[src/rtl/spi_ram_burst.sv]
// spi_ram_burst: command-decoded word memory sitting between an SPI slave
// receive path and its transmit serialiser. Supports SET_WA / WRITE / SET_RA /
// READ commands, a tx_valid/tx_ready output handshake, sticky out-of-range
// and read-overrun flags.
// Optional macro SPI_RAM_BURST_AUTOINC_EN: when defined, the write and read
// addresses advance after every WRITE and every accepted READ. When it is
// undefined, the addresses are fixed and change only through SET_WA / SET_RA.
module spi_ram_burst #(
   parameter int MEM_WIDTH = 8,
   parameter int MEM_DEPTH = 256,
   parameter int ADDR_SIZE = 8
) (
   input  logic                 clk,
   input  logic                 rst,
   input  logic [MEM_WIDTH+1:0] din,
   input  logic                 rx_valid,
   input  logic                 tx_ready,
   output logic [MEM_WIDTH-1:0] dout,
   output logic                 tx_valid,
   output logic                 addr_err,
   output logic                 overrun
);

   typedef enum logic {
      IDLE,
      TX_HOLD
   } state_t;

   typedef enum logic [1:0] {
      OP_SET_WA = 2'b00,
      OP_WRITE  = 2'b01,
      OP_SET_RA = 2'b10,
      OP_READ   = 2'b11
   } op_t;

   // Depth held one bit wider than an address so MEM_DEPTH == 2**ADDR_SIZE fits.
   localparam logic [ADDR_SIZE:0] DEPTH_EXT = (ADDR_SIZE+1)'(MEM_DEPTH);

   logic [MEM_WIDTH-1:0] r_mem [MEM_DEPTH];
   state_t               r_state;
   state_t               w_state_nxt;
   logic [ADDR_SIZE-1:0] r_addr_wr;
   logic [ADDR_SIZE-1:0] r_addr_rd;
   logic [MEM_WIDTH-1:0] r_dout;
   logic                 r_addr_err;
   logic                 r_overrun;

   op_t                  w_op;
   logic [MEM_WIDTH-1:0] w_payload;
   logic [ADDR_SIZE-1:0] w_payload_addr;
   logic                 w_set_wa;
   logic                 w_write;
   logic                 w_set_ra;
   logic                 w_rd_accept;
   logic                 w_rd_drop;
   logic                 w_wr_in_range;
   logic                 w_rd_in_range;
   logic [MEM_WIDTH-1:0] w_rd_data;
   logic [ADDR_SIZE-1:0] w_addr_wr_next;
   logic [ADDR_SIZE-1:0] w_addr_rd_next;

   assign w_op           = op_t'(din[MEM_WIDTH+1:MEM_WIDTH]);
   assign w_payload      = din[MEM_WIDTH-1:0];
   assign w_payload_addr = din[ADDR_SIZE-1:0];

   assign w_wr_in_range  = ({1'b0, r_addr_wr} < DEPTH_EXT);
   assign w_rd_in_range  = ({1'b0, r_addr_rd} < DEPTH_EXT);
   assign w_rd_data      = w_rd_in_range ? r_mem[r_addr_rd] : '0;

`ifdef SPI_RAM_BURST_AUTOINC_EN
   localparam logic [ADDR_SIZE:0] LAST_EXT = (ADDR_SIZE+1)'(MEM_DEPTH - 1);

   // Advance by one; the last legal word and any out-of-range address go to 0.
   function automatic logic [ADDR_SIZE-1:0] f_advance(input logic [ADDR_SIZE-1:0] a);
      if ({1'b0, a} >= LAST_EXT) begin
         return '0;
      end
      return a + ADDR_SIZE'(1);
   endfunction

   assign w_addr_wr_next = f_advance(r_addr_wr);
   assign w_addr_rd_next = f_advance(r_addr_rd);
`else
   assign w_addr_wr_next = r_addr_wr;
   assign w_addr_rd_next = r_addr_rd;
`endif

   // State register for the output handshake.
   always_ff @(posedge clk) begin
      if (rst) begin
         r_state <= IDLE;
      end else begin
         r_state <= w_state_nxt;
      end
   end

   // Command decode, read acceptance and handshake next-state.
   always_comb begin
      w_state_nxt = r_state;
      w_set_wa    = 1'b0;
      w_write     = 1'b0;
      w_set_ra    = 1'b0;
      w_rd_accept = 1'b0;
      w_rd_drop   = 1'b0;
      if (rx_valid) begin
         case (w_op)
            OP_SET_WA: w_set_wa = 1'b1;
            OP_WRITE:  w_write  = 1'b1;
            OP_SET_RA: w_set_ra = 1'b1;
            OP_READ: begin
               // A read is taken when nothing is held or the held word leaves this edge.
               if ((r_state == IDLE) || tx_ready) begin
                  w_rd_accept = 1'b1;
               end else begin
                  w_rd_drop = 1'b1;
               end
            end
         endcase
      end
      case (r_state)
         IDLE: begin
            if (w_rd_accept) begin
               w_state_nxt = TX_HOLD;
            end
         end
         TX_HOLD: begin
            if (tx_ready && !w_rd_accept) begin
               w_state_nxt = IDLE;
            end
         end
      endcase
   end

   // Memory array write port; contents are deliberately not reset.
   always_ff @(posedge clk) begin
      if (!rst && w_write && w_wr_in_range) begin
         r_mem[r_addr_wr] <= w_payload;
      end
   end

   // Address pointers, read data register and sticky flags.
   always_ff @(posedge clk) begin
      if (rst) begin
         r_addr_wr  <= '0;
         r_addr_rd  <= '0;
         r_dout     <= '0;
         r_addr_err <= 1'b0;
         r_overrun  <= 1'b0;
      end else begin
         if (w_set_wa) begin
            r_addr_wr <= w_payload_addr;
         end
         if (w_write) begin
            r_addr_wr <= w_addr_wr_next;
            if (!w_wr_in_range) begin
               r_addr_err <= 1'b1;
            end
         end
         if (w_set_ra) begin
            r_addr_rd <= w_payload_addr;
         end
         if (w_rd_accept) begin
            r_dout    <= w_rd_data;
            r_addr_rd <= w_addr_rd_next;
            if (!w_rd_in_range) begin
               r_addr_err <= 1'b1;
            end
         end
         if (w_rd_drop) begin
            r_overrun <= 1'b1;
         end
      end
   end

   assign dout     = r_dout;
   assign tx_valid = (r_state == TX_HOLD);
   assign addr_err = r_addr_err;
   assign overrun  = r_overrun;

endmodule

[config.mk]
export PLATFORM = sky130hd
export DESIGN_NAME = spi_ram_burst
export DESIGN_NICKNAME = d
export VERILOG_FILES = /design/src/rtl/spi_ram_burst.sv
export SDC_FILE = /design/constraint.sdc
export NUM_CORES = 2
export LEC_CHECK = 0
export ABC_AREA = 1
export BUFFER_PORTS_ARGS = -buffer_cell sky130_fd_sc_hd__buf_2
export CORE_MARGIN = 4
export CORE_UTILIZATION = 45
export DETAILED_ROUTE_END_ITERATION = 8
export GPL_ROUTABILITY_DRIVEN = 0
export PLACE_DENSITY = 0.69
export SLEW_MARGIN = 20
export SYNTH_ARGS = -nofsm -noshare
export SYNTH_HDL_FRONTEND = slang
export SYNTH_SLANG_ARGS = --single-unit
[constraint.sdc]
create_clock -name clk -period 5.9 [get_ports clk]
set_clock_uncertainty 0.2 [all_clocks]
set_input_delay 0.59 -clock clk [delete_from_list [all_inputs] [get_ports clk]]
set_output_delay 0.59 -clock clk [all_outputs]
set_load 0.01 [all_outputs]
==> reports/results.tsv <==
stage	metric	value	unit
outcome	status	completed	
synthesis	top cell type's share of synthesized area	73.1	%
sta	setup_tns	0	ps
sta	min cycle time layout	3930	ps
cts	Post CTS Setup Buffer Count	0	
grt	first-pass GRT wire length	330	mm
route	vias post-DR	55100	
grt	vias in the first global route	52500	
cts	Hold Buf Count CTS	7	
setup_path	RR Startpoint	r_addr_rd[0]	
sta	Worst slew margin	21.8	%
route	WL met1	86.3	mm
setup_path	CP Launch Type	input pin	
synthesis	XOR/XNOR Fraction of Synth Area	0	%
synthesis	multiplexer area fraction after synthesis	0	%
sta	# setup viols final	0	
setup_path	Worst setup endpoint	r_mem[114][0]	
die	io pins	25	
die	chip height	441	µm
route	DR iter-0 viols	7171	
route	WL met2	102	mm
route	final antenna-violating net count	0	
die	core area	186000	µm²
pwr	pwr dens	332	nW/µm²
synthesis	synth warn	0	
route	WL final	221	mm
synthesis	Post-synth ARST share	0	%
synthesis	synth top area cells	edfxtp_1 73%, nand3_1 12%, nand2_1 9.5%	
place	post-DP HPWL	120	mm
finish	Layout area overhead	9.93	%
grt	antenna violations before repair	7	
sta	Max Clk Rate	254	MHz
sta	measured slew at the worst slew-check pin	1170	ps
setup_path	CP arrival	4200	ps
cts	clk slew on worst S/H paths	60	ps
setup_path	CP Max Fanout	17	
synthesis	Primary FF master, synth	edfxtp_1	
route	met3 WL	22.0	mm
setup_path	Worst Reg-to-Reg Cells	14	
synthesis	Post-synth EDFFs	2048	
cts	CTS Root Buffer Type	clkbuf_16	
worst_hold_path	worst hold path type	input pin to register	
cts	CTS tree	yes	
route	Initial DRT Pass Iterations	6	
setup_path	CP endpoint kind	register	
cts	Clock Tree Buf Depth	3	
synthesis	synth cell count leaders	2128 x nand2_1, 2048 x edfxtp_1, 2026 x nand3_1, 319 x nor2_1, 267 x buf_2	
grt	GRT Util Overall	22.4	%
pwr	Leak Pwr	0.0314	µW
cts	clk sinks	2074	
synthesis	cell taking the most area after synthesis	edfxtp_1	
synthesis	synthesized instance count	7108	
setup_path	FF-to-FF End	dout[0]	
synthesis	Cell variety after synth	19	
sta	RSZ-0062 raised after global routing	no	
cts	post-cts sizing count	0	
synthesis	sequential area share after synthesis	73.7	%
die	Site Rows	158	
route	Wirelength per Cell	23.0	µm
synthesis	largest family of logic cells by synthesized area	simple AND/OR/NAND/NOR gates	
route	mean number of vias per cell	5.75	
die	DIE AREA	194000	µm²
cts	total CTS buffers	203	
grt	largest net degree at the start of global routing	244	
place	PortBufs	23	
synthesis	area share of fa/ha/maj cells after synthesis	0	%
synthesis	Syn Area/Cell	11.8	µm²
setup_path	worst setup path startpoint	rx_valid	
finish	share of layout cells above drive strength 1	5.38	%
die	Die W	441	µm
finish	fin util	49.9	%
sta	Final Cycle Share	66.6	%
pwr	Max IR drop VDD	0.269	mV
setup_path	Required @ worst endpoint	6170	ps
synthesis	Post-Synth Simple-Gate Area	23.0	%
synthesis	Mapped Nets	7122	
synthesis	most common cell in the netlist	nand2_1	
grt	grt total ovfl	0	
route	top routing layer used	met5	
setup_path	r2r setup slk	2070	ps
synthesis	Yosys reg bits	2074	
job	Max-Cap Viols	0	
synthesis	complex-gate fraction of the synthesized area	0.146	%
synthesis	Syn Std Cell Area	84200	µm²
finish	fin nets	6940	
cts	H-tree depth	4	
route	DRC viols	0	
die	Initial Util	45.4	%
sta	max-slew violations	0	
setup_path	Crit Path Class	input pin to register	
sta	Final Hold Fails	0	
cts	later-pin clock latency in the skew report	840	ps
## power by group
group | internal [µW] | total (µW) | switching (µW)
registers | 16200 | 16200 | 33.2
clock network | 7310 | 12800 | 5470
logic | 398 | 1730 | 1330
## area by class of cell
cell class              instances  area, µm²
flip-flops and latches       2074      62000
diodes                          5       12.5
inverters                      51        234
repair buffers                102       1120
multi-input cells            4494      19500
fillers                     15600      93100
well taps                    2480       3100
clock buffers                 265       5430
clock inverters               112       1120
## kinds of logic after synthesis
kind of cell | after synthesis
and+or+nand+nor | 4476
other | 1
buffers and inverters | 540
AOI/OAI and AO/OA | 17
DFF | 2074
## stage by stage
step / setup slack [ps] / hold WS, ps / instances / power [µW] / area, µm²
2_1_floorplan: 3210 / 280 / 7108 / 17500 / 84200
3_3_place_gp: 1520 / 254 / 9194 / 18200 / 85900
3_5_place_dp: 1470 / 258 / 9194 / 18200 / 85900
4_1_cts: 2050 / 41.1 / 9578 / 30800 / 92500
5_1_grt: 1830 / 75.9 / 9578 / 31600 / 92500
6_report: 1970 / 60.4 / 9583 / 30700 / 92500
## routing by layer
metal / GRT usage (%) / up-vias
met2: 34.6 / 3001
met1: 30.5 / 26700
li1: - / 24900
met5: 0 / -
met4: 10.6 / 6
met3: 4.66 / 520
## critical path, cell delays in order
cell           delay, ps
dlygate4sd3_1        530
buf_2                130
inv_1                 80
nor4_4               850
nand2_1              910
buf_4                520
nor2_1               550
## worst min-delay path by stage
stage	slack, ps	cells after the start	to	from
2_1_floorplan	280	2	r_addr_wr[1]	r_addr_wr[1]
3_3_place_gp	250	2	overrun	overrun
3_5_place_dp	260	2	overrun	overrun
4_1_cts	40	2	r_addr_wr[1]	rst
5_1_grt	80	1	r_mem[70][0]	din[0]
6_report	60	1	r_mem[169][7]	din[7]
## placed cells by master, fill, tap and decap left out
cell type	netlist	routed
dfxtp_2	0	1
bufinv_16	0	19
clkinvlp_4	0	3
buf_4	70	46
clkinv_8	0	2
nand3_1	2026	2026
dfxtp_1	26	21
nor3_1	1	1
a211oi_1	15	15
clkbuf_1	114	56
clkbuf_16	0	208
a21oi_1	2	2
diode_2	0	5
inv_6	0	2
conb_1	1	1
dfxtp_4	0	4
inv_2	0	1
clkbuf_8	0	1
clkinv_2	0	34
edfxtp_1	2048	2048
and2_1	1	1
inv_16	0	4
buf_6	7	1
clkinv_16	0	3
nand2_1	2128	2126
inv_4	2	1
buf_2	267	15
buf_8	0	8
buf_12	0	25
nor4_4	1	1
clkinv_1	3	49
inv_8	0	1
inv_1	46	44
nand2_2	0	2
dlygate4sd3_1	0	7
nor2_1	319	319
## registers in the layout, indices dropped and copies added, names as in the netlist
register / flops
dout: 8
r_addr_rd: 8
r_mem: 2048
r_addr_wr: 8
tx_valid: 1
overrun: 1
Power figures use the tool's default switching activity.
